$ cat src/rtl/ltc_pkg.sv
// Shared widths and lock-state encoding for the local time counter keeper.
package ltc_pkg;

   localparam int unsigned LTC_W   = 48;
   localparam int unsigned DELTA_W = 32;
   localparam int unsigned CNT_W   = 16;

   typedef enum logic [1:0] {
      StUnlocked = 2'd0,
      StAcquire  = 2'd1,
      StLocked   = 2'd2
   } ltc_state_e;

endpackage

$ cat src/rtl/ltc_keeper_if.sv
// Load stream, statistics clear and firmware-visible LTC/statistics outputs.
interface ltc_keeper_if;
   import ltc_pkg::*;

   logic               ltc_wr_req;
   logic [LTC_W-1:0]   ltc_wr_data;
   logic               stat_clr;
   logic [LTC_W-1:0]   ltc;
   logic [CNT_W-1:0]   load_cnt;
   logic [CNT_W-1:0]   slip_cnt;
   logic [DELTA_W-1:0] last_delta;
   logic [DELTA_W-1:0] max_abs_delta;
   logic               delta_sat;
   logic               locked;

   // Time-transfer side: issues loads and clears, observes the counter.
   modport master (
      output ltc_wr_req, ltc_wr_data, stat_clr,
      input  ltc, load_cnt, slip_cnt, last_delta, max_abs_delta, delta_sat, locked
   );

   // Keeper side.
   modport slave (
      input  ltc_wr_req, ltc_wr_data, stat_clr,
      output ltc, load_cnt, slip_cnt, last_delta, max_abs_delta, delta_sat, locked
   );

endinterface

$ cat src/rtl/ltc_delta_calc.sv
// Combinational correction measurement for one load: signed delta between the
// compensated load value and the value the counter would have reached, plus
// saturated 32-bit views of delta and |delta| and the slip decision.
module ltc_delta_calc
   import ltc_pkg::*;
#(
   parameter int unsigned LOAD_OFFSET = 1,
   parameter int unsigned SLIP_TOL    = 0
) (
   input  logic [LTC_W-1:0]   ltc,
   input  logic [LTC_W-1:0]   wr_data,
   output logic [DELTA_W-1:0] delta,
   output logic [DELTA_W-1:0] abs_delta,
   output logic               sat,
   output logic               slip
);

   localparam logic [LTC_W-1:0] OFS = LTC_W'(LOAD_OFFSET);

   logic [LTC_W-1:0] d_raw;
   logic [LTC_W-1:0] d_abs;
   logic             pos_ovf;
   logic             neg_ovf;

   // Delta is taken mod 2^48 and read as signed; |delta| stays unsigned so that
   // -2^47 maps to 2^47 and saturates like any other large magnitude.
   always_comb begin
      d_raw   = (wr_data + OFS) - (ltc + LTC_W'(1));
      d_abs   = d_raw[LTC_W-1] ? (LTC_W'(0) - d_raw) : d_raw;
      pos_ovf = !d_raw[LTC_W-1] && (d_raw[LTC_W-2:DELTA_W-1] != '0);
      neg_ovf = d_raw[LTC_W-1] && !(&d_raw[LTC_W-2:DELTA_W-1]);
      sat     = pos_ovf || neg_ovf;
      if (pos_ovf) begin
         delta = {1'b0, {(DELTA_W-1){1'b1}}};
      end else if (neg_ovf) begin
         delta = {1'b1, {(DELTA_W-1){1'b0}}};
      end else begin
         delta = d_raw[DELTA_W-1:0];
      end
      if (d_abs[LTC_W-1:DELTA_W-1] != '0) begin
         abs_delta = {1'b0, {(DELTA_W-1){1'b1}}};
      end else begin
         abs_delta = d_abs[DELTA_W-1:0];
      end
      slip = d_abs > LTC_W'(SLIP_TOL);
   end

endmodule

$ cat src/rtl/ltc_keeper.sv
// Local time counter: free-runs, reloads with latency compensation, measures
// each correction and tracks lock with a holdover timeout.
module ltc_keeper
   import ltc_pkg::*;
#(
   parameter int unsigned LOAD_OFFSET  = 1,
   parameter int unsigned SLIP_TOL     = 0,
   parameter int unsigned STABLE_CNT   = 4,
   parameter int unsigned HOLDOVER_CYC = 240000000
) (
   input logic         clk,
   input logic         rst_n,
   ltc_keeper_if.slave bus
);

   localparam logic [LTC_W-1:0] OFS        = LTC_W'(LOAD_OFFSET);
   localparam logic [7:0]       STABLE_LIM = 8'(STABLE_CNT);
   // The transition fires on the cycle whose increment would reach the limit.
   localparam logic [31:0]      HOLD_LAST  = 32'(HOLDOVER_CYC - 1);

   ltc_state_e         state_q, state_d;
   logic [7:0]         good_q, good_d;
   logic [31:0]        idle_q, idle_d;
   logic [LTC_W-1:0]   ltc_q, ltc_d;
   logic [CNT_W-1:0]   load_cnt_q, load_cnt_d;
   logic [CNT_W-1:0]   slip_cnt_q, slip_cnt_d;
   logic [DELTA_W-1:0] last_delta_q, last_delta_d;
   logic [DELTA_W-1:0] max_abs_q, max_abs_d;
   logic               sat_q, sat_d;

   logic [DELTA_W-1:0] calc_delta;
   logic [DELTA_W-1:0] calc_abs;
   logic               calc_sat;
   logic               calc_slip;
   logic               evaluate;

   ltc_delta_calc #(
      .LOAD_OFFSET (LOAD_OFFSET),
      .SLIP_TOL    (SLIP_TOL)
   ) u_delta_calc (
      .ltc       (ltc_q),
      .wr_data   (bus.ltc_wr_data),
      .delta     (calc_delta),
      .abs_delta (calc_abs),
      .sat       (calc_sat),
      .slip      (calc_slip)
   );

   // The first load after losing lock only aligns the counter; it is not measured.
   assign evaluate = bus.ltc_wr_req && (state_q != StUnlocked);

   // Counter next value: compensated load or free-run increment.
   always_comb begin
      ltc_d = bus.ltc_wr_req ? (bus.ltc_wr_data + OFS) : (ltc_q + LTC_W'(1));
   end

   // Statistics next values; a same-cycle clear is applied first so the load lands on zero.
   always_comb begin
      load_cnt_d   = bus.stat_clr ? '0 : load_cnt_q;
      slip_cnt_d   = bus.stat_clr ? '0 : slip_cnt_q;
      last_delta_d = bus.stat_clr ? '0 : last_delta_q;
      max_abs_d    = bus.stat_clr ? '0 : max_abs_q;
      sat_d        = bus.stat_clr ? 1'b0 : sat_q;
      if (bus.ltc_wr_req) begin
         if (load_cnt_d != '1) begin
            load_cnt_d = load_cnt_d + CNT_W'(1);
         end
         last_delta_d = '0;
      end
      if (evaluate) begin
         last_delta_d = calc_delta;
         sat_d        = sat_d | calc_sat;
         if (calc_abs > max_abs_d) begin
            max_abs_d = calc_abs;
         end
         if (calc_slip && (slip_cnt_d != '1)) begin
            slip_cnt_d = slip_cnt_d + CNT_W'(1);
         end
      end
   end

   // Lock FSM next state with the good-load and idle (holdover) counters.
   always_comb begin
      state_d = state_q;
      good_d  = good_q;
      idle_d  = idle_q;
      unique case (state_q)
         StUnlocked: begin
            good_d = '0;
            idle_d = '0;
            if (bus.ltc_wr_req) begin
               state_d = StAcquire;
            end
         end
         StAcquire: begin
            if (bus.ltc_wr_req) begin
               idle_d = '0;
               if (calc_slip) begin
                  good_d = '0;
               end else if (good_q + 8'd1 == STABLE_LIM) begin
                  good_d  = '0;
                  state_d = StLocked;
               end else begin
                  good_d = good_q + 8'd1;
               end
            end else if (idle_q == HOLD_LAST) begin
               idle_d  = '0;
               good_d  = '0;
               state_d = StUnlocked;
            end else begin
               idle_d = idle_q + 32'd1;
            end
         end
         StLocked: begin
            if (bus.ltc_wr_req) begin
               idle_d = '0;
               if (calc_slip) begin
                  good_d  = '0;
                  state_d = StAcquire;
               end
            end else if (idle_q == HOLD_LAST) begin
               idle_d  = '0;
               good_d  = '0;
               state_d = StUnlocked;
            end else begin
               idle_d = idle_q + 32'd1;
            end
         end
         default: begin
            state_d = StUnlocked;
            good_d  = '0;
            idle_d  = '0;
         end
      endcase
   end

   // State registers.
   always_ff @(posedge clk or negedge rst_n) begin
      if (!rst_n) begin
         state_q      <= StUnlocked;
         good_q       <= '0;
         idle_q       <= '0;
         ltc_q        <= '0;
         load_cnt_q   <= '0;
         slip_cnt_q   <= '0;
         last_delta_q <= '0;
         max_abs_q    <= '0;
         sat_q        <= 1'b0;
      end else begin
         state_q      <= state_d;
         good_q       <= good_d;
         idle_q       <= idle_d;
         ltc_q        <= ltc_d;
         load_cnt_q   <= load_cnt_d;
         slip_cnt_q   <= slip_cnt_d;
         last_delta_q <= last_delta_d;
         max_abs_q    <= max_abs_d;
         sat_q        <= sat_d;
      end
   end

   assign bus.ltc           = ltc_q;
   assign bus.load_cnt      = load_cnt_q;
   assign bus.slip_cnt      = slip_cnt_q;
   assign bus.last_delta    = last_delta_q;
   assign bus.max_abs_delta = max_abs_q;
   assign bus.delta_sat     = sat_q;
   assign bus.locked        = (state_q == StLocked);

endmodule
$ cat src/flat_wrapper.sv
// flat-port wrapper written by rule: the top's interface ports become plain ports
module ltc_keeper_flat import ltc_pkg::*;
#(
   parameter int unsigned LOAD_OFFSET  = 1,
   parameter int unsigned SLIP_TOL     = 0,
   parameter int unsigned STABLE_CNT   = 4,
   parameter int unsigned HOLDOVER_CYC = 240000000
)
  (clk, rst_n, bus_ltc_wr_req, bus_ltc_wr_data, bus_stat_clr, bus_ltc, bus_load_cnt, bus_slip_cnt, bus_last_delta, bus_max_abs_delta, bus_delta_sat, bus_locked);
  ltc_keeper_if bus_i ();
  input logic clk;
  input logic rst_n;
  input wire logic [$bits(bus_i.ltc_wr_req)-1:0] bus_ltc_wr_req;
  input wire logic [$bits(bus_i.ltc_wr_data)-1:0] bus_ltc_wr_data;
  input wire logic [$bits(bus_i.stat_clr)-1:0] bus_stat_clr;
  output wire logic [$bits(bus_i.ltc)-1:0] bus_ltc;
  output wire logic [$bits(bus_i.load_cnt)-1:0] bus_load_cnt;
  output wire logic [$bits(bus_i.slip_cnt)-1:0] bus_slip_cnt;
  output wire logic [$bits(bus_i.last_delta)-1:0] bus_last_delta;
  output wire logic [$bits(bus_i.max_abs_delta)-1:0] bus_max_abs_delta;
  output wire logic [$bits(bus_i.delta_sat)-1:0] bus_delta_sat;
  output wire logic [$bits(bus_i.locked)-1:0] bus_locked;
  assign bus_i.ltc_wr_req = bus_ltc_wr_req;
  assign bus_i.ltc_wr_data = bus_ltc_wr_data;
  assign bus_i.stat_clr = bus_stat_clr;
  assign bus_ltc = bus_i.ltc;
  assign bus_load_cnt = bus_i.load_cnt;
  assign bus_slip_cnt = bus_i.slip_cnt;
  assign bus_last_delta = bus_i.last_delta;
  assign bus_max_abs_delta = bus_i.max_abs_delta;
  assign bus_delta_sat = bus_i.delta_sat;
  assign bus_locked = bus_i.locked;
  ltc_keeper #(.LOAD_OFFSET(LOAD_OFFSET), .SLIP_TOL(SLIP_TOL), .STABLE_CNT(STABLE_CNT), .HOLDOVER_CYC(HOLDOVER_CYC)) u_core (.clk(clk), .rst_n(rst_n), .bus(bus_i));
endmodule
$ cat config.mk
export PLATFORM = sky130hd
export DESIGN_NAME = ltc_keeper_flat
export DESIGN_NICKNAME = d
export VERILOG_FILES = /design/src/rtl/ltc_pkg.sv /design/src/rtl/ltc_keeper_if.sv /design/src/rtl/ltc_delta_calc.sv /design/src/rtl/ltc_keeper.sv /design/src/flat_wrapper.sv
export SDC_FILE = /design/constraint.sdc
export NUM_CORES = 1
export LEC_CHECK = 0
export ABC_CLOCK_PERIOD_IN_PS = 10400
export BUFFER_PORTS_ARGS = -buffer_cell sky130_fd_sc_hd__clkbuf_2
export CAP_MARGIN = 20
export CORE_MARGIN = 10
export CORE_UTILIZATION = 61
export DETAILED_ROUTE_END_ITERATION = 8
export PLACE_DENSITY = 0.83
export REMOVE_ABC_BUFFERS = 1
export SYNTH_ARGS = -nofsm -noshare
export SYNTH_HDL_FRONTEND = slang
export SYNTH_SLANG_ARGS = --single-unit
$ cat constraint.sdc
create_clock -name clk -period 10.4 [get_ports clk]
set_input_delay 2.08 -clock clk [delete_from_list [all_inputs] [get_ports clk]]
set_output_delay 2.08 -clock clk [all_outputs]
set_load 0.02 [all_outputs]
==> flow_summary.ini <==
[timing]
fin_crit_share = 0.952
timing.final.ws_setup_ps = 502
setup_tns_ps = 0
finalSetupViolCount = 0
maxSlewViolCount = 0
finClkSkew_ps = 14.7
hold_viol_final = 0
worst_slew_margin_rel = 0.274
worstMarginPinSlew_ps = 1070
final.min_clock_period_ps = 9900
achievable-frequency_mhz = 101

[worst_hold_path]
hold-path-cell-count = 2
hold-path-endpoint = u_core.bus.last_delta[13]$_DFFE_PN0P_
worstHoldStart = u_core.bus.last_delta[13]$_DFFE_PN0P_
hold_path.class = flip-flop to flip-flop

[power_and_ir_drop]
sequentialPowerShare = 0.288
share_comb_of_total_power = 0.502
leakage_nw = 8.59
internal-power_w = 0.00182
largest_voltage_drop_on_the_vdd_net_v = 0.000109
power-per-cell-area_nw_per_um2 = 163
share_clk_of_total_power = 0.211
p_switching_w = 0.00147
sw_frac_of_total = 0.446

[clocking]
clock_tree_from_tritoncts = done
tritoncts.num_buffers = 17
ctsHoldBuffers = 0
cts_htree_levels = 4
clk_pin_slew_ps = 70
clock-root-buffer = sky130_fd_sc_hd__clkbuf_16
tritoncts_num_sinks = 187
cts_max_path_buffers = 2
clkLatencyLatePin_ps = 460

[yosys]
synthesis.area_sq_um = 17400
post_synth.cell_area_avg_sq_um = 7.99
synth_edf_count = 0
post_synth_main_area_contributors = sky130_fd_sc_hd__dfrtp_1 27%, sky130_fd_sc_hd__xnor2_1 5.7%, sky130_fd_sc_hd__ha_1 5.5%
synth-async-reset-ratio = 1.00
synth_cells = 2175
ys_dominant_reg_cell = sky130_fd_sc_hd__dfrtp_1
number_of_warning_messages_in_the_yosys_log = 0
ys_seq_area_frac = 0.269
area_share_of_the_largest_cell_type_after_synthesis = 0.269
synth_seq_cells = 187
yosys.cell_types.count = 107
synth_largest_area_cell = sky130_fd_sc_hd__dfrtp_1

[routing]
avgViaCountPerCell = 6.50
wirelength_microns = 54500
drt-initial-drc-count = 1826
detailroute.via_count = 18200
post_route_ant_nets = 0
detail_route.wl_per_cell_microns = 19.5
drt_first_pass_iters = 6
drt_drc = 0

[grt]
first_global_vias = 17000
wire_length_of_the_first_global_routing_pass_microns = 87900
antenna_found_initial = 0
overflow = 0
groute.usage.overall = 0.294
grt_max_degree = 75

[worst_setup_path]
timing.critical_path.mode_cell = sky130_fd_sc_hd__a21oi_1
crit_path_max_fanout = 16
regToRegStartpoint = u_core.bus.ltc[8]$_DFF_PN0_
critical_path_required_ps = 10760
crit-reg2reg-capture = u_core.bus.max_abs_delta[27]$_DFF_PN0_
crit_arrival_ps = 10250
critPathCaptureType = flip-flop
cp_slowest_stage_delay_ps = 620
ff2ff_path_depth = 34
ff2ff_setup_slack_ps = 1250
critPathLaunchType = primary input
critical-path-slowest-cell = sky130_fd_sc_hd__or4_1
crit_type = primary input to flip-flop

[die]
die_x_microns = 189
start_util = 0.622
ioPinCount = 198
die_area_sq_um = 35600
core_area_sq_um = 27900
chipHeight_microns = 189
fp-row-count = 61

[placed_design]
dpl_worst_slack_ps = -359
io_buffer_count = 197
hpwl_detailed_microns = 41900
finalWeightedCongestion = 1.00

[finish]
most_common_cell_after_layout_fill_and_taps_aside = sky130_fd_sc_hd__nor2_1
layout-area-overhead-vs-synth_pct = 15.9
final_nets = 2532
diodes = 0
multiInputGateArea_sq_um = 12300
final-seq-area_sq_um = 4680
post_route_cells_drive_above_1_share = 0.181
commonest_non_fill_non_tap_cells_in_the_layout = 207 x sky130_fd_sc_hd__nor2_1, 196 x sky130_fd_sc_hd__clkbuf_2, 192 x sky130_fd_sc_hd__nand2_1
final.fill_count = 2243

[job]
max_cap_violations = 0

[run_status]
outcome = completed
-- layer usage --
layer | part of all wire | wire (microns) | global-route usage
met5 | 0 | 0 | 0
met4 | 0.027 | 1480 | 0.0858
met3 | 0.088 | 4780 | 0.0572
met2 | 0.45 | 24400 | 0.460
met1 | 0.44 | 23800 | 0.403
-- sequential cells by signal, summed over array words and instances, names as in the netlist --
name,flops
u_core.bus.slip_cnt,16
u_core.bus.last_delta,32
u_core.bus.max_abs_delta,32
u_core.bus.delta_sat,1
u_core.bus.ltc,48
u_core.bus.load_cnt,16
u_core.state_q,2
u_core.good_q,8
u_core.idle_q,32
-- layout make-up --
type | count | share of cell area
inverters | 73 | 0.0136
well taps | 378 | 0.0235
clock inverters | 14 | 0.00889
multi-input cells | 1832 | 0.613
flip-flops and latches | 187 | 0.232
clock buffers | 17 | 0.0211
repair buffers | 292 | 0.0875
-- repair_timing --
item,in CTS,in global routing
cloned,0,1
setup buffers,0,9
pin swaps,0,9
hold endpoints to repair,0,0
endpoints found under the setup margin,1,32
resized for setup,1,53
-- metrics by stage --
stage	hold slack [ps]	power, W	utilization	cell area, sq um	instances
3_5_place_dp	465	0.00253	0.686	19200	2751
5_1_grt	504	0.00349	0.721	20100	2793
2_1_floorplan	455	0.00198	-	17000	2092
4_1_cts	480	0.00323	0.708	19800	2782
6_report	477	0.00329	0.721	20100	2793
3_3_place_gp	462	0.00251	0.686	19200	2751
-- critical path: cells and delay by family --
family	cells	cell delay, ps
simple gates	17	3790
mux	1	250
xor+xnor	2	350
buf+inv	6	940
compound gates	11	2220
fa+ha+maj	2	620
-- how the worst max path moves through the flow --
| stage | startpoint | end | slack [ps] | depth (start not counted) |
|---|---|---|---|---|
| floorplan | bus_ltc_wr_data[0] | u_core.bus.max_abs_delta[1]$_DFF_PN0_ | -1530 | 34 |
| global placement | bus_ltc_wr_data[0] | u_core.bus.max_abs_delta[10]$_DFF_PN0_ | -100 | 38 |
| detailed placement | bus_ltc_wr_data[0] | u_core.bus.max_abs_delta[26]$_DFF_PN0_ | -360 | 38 |
| CTS | bus_ltc_wr_data[0] | u_core.bus.max_abs_delta[27]$_DFF_PN0_ | 100 | 40 |
| global route | bus_ltc_wr_data[0] | u_core.bus.max_abs_delta[27]$_DFF_PN0_ | -40 | 42 |
| finish | bus_ltc_wr_data[11] | u_core.bus.max_abs_delta[27]$_DFF_PN0_ | 500 | 39 |
-- power groups by stage --
| stage | clock network [W] | registers (W) | logic, W |
|---|---|---|---|
| after floorplan | 0 | 0.00106 | 0.000918 |
| after global placement | 0 | 0.000951 | 0.00155 |
| after detailed placement | 0 | 0.000955 | 0.00158 |
| after CTS | 0.000699 | 0.000943 | 0.00159 |
| after global routing | 0.000733 | 0.000959 | 0.00180 |
| final | 0.000694 | 0.000946 | 0.00165 |
-- kinds of logic after synthesis --
family | synth area share
and+or+nand+nor | 0.313
buffers and inverters | 0.0364
AOI/OAI and AO/OA | 0.196
other | 0.000216
xor gates and xnor gates | 0.101
adders and majority gates | 0.0582
muxes | 0.0271
DFF | 0.269
-- Yosys cell counts (all sizes together), types with 22 or more instances --
| library cell | number |
|---|---|
| mux2i | 37 |
| a211oi | 28 |
| a21o | 37 |
| xor2 | 82 |
| nand3 | 112 |
| clkbuf | 58 |
| a21oi | 96 |
| or4 | 25 |
| nand2b | 45 |
| and3 | 52 |
| nor3 | 81 |
| xnor2 | 114 |
| a31oi | 25 |
| o211ai | 31 |
| o21a | 41 |
| nand4 | 69 |
| nor4 | 46 |
| nand2 | 193 |
| nor2 | 210 |
| and2 | 46 |
| o21ai | 92 |
| buf | 25 |
| ha | 76 |
| nor2b | 22 |
| inv | 73 |
| or3 | 37 |
| dfrtp | 187 |
Note: power is estimated with default switching activity, not from simulation.
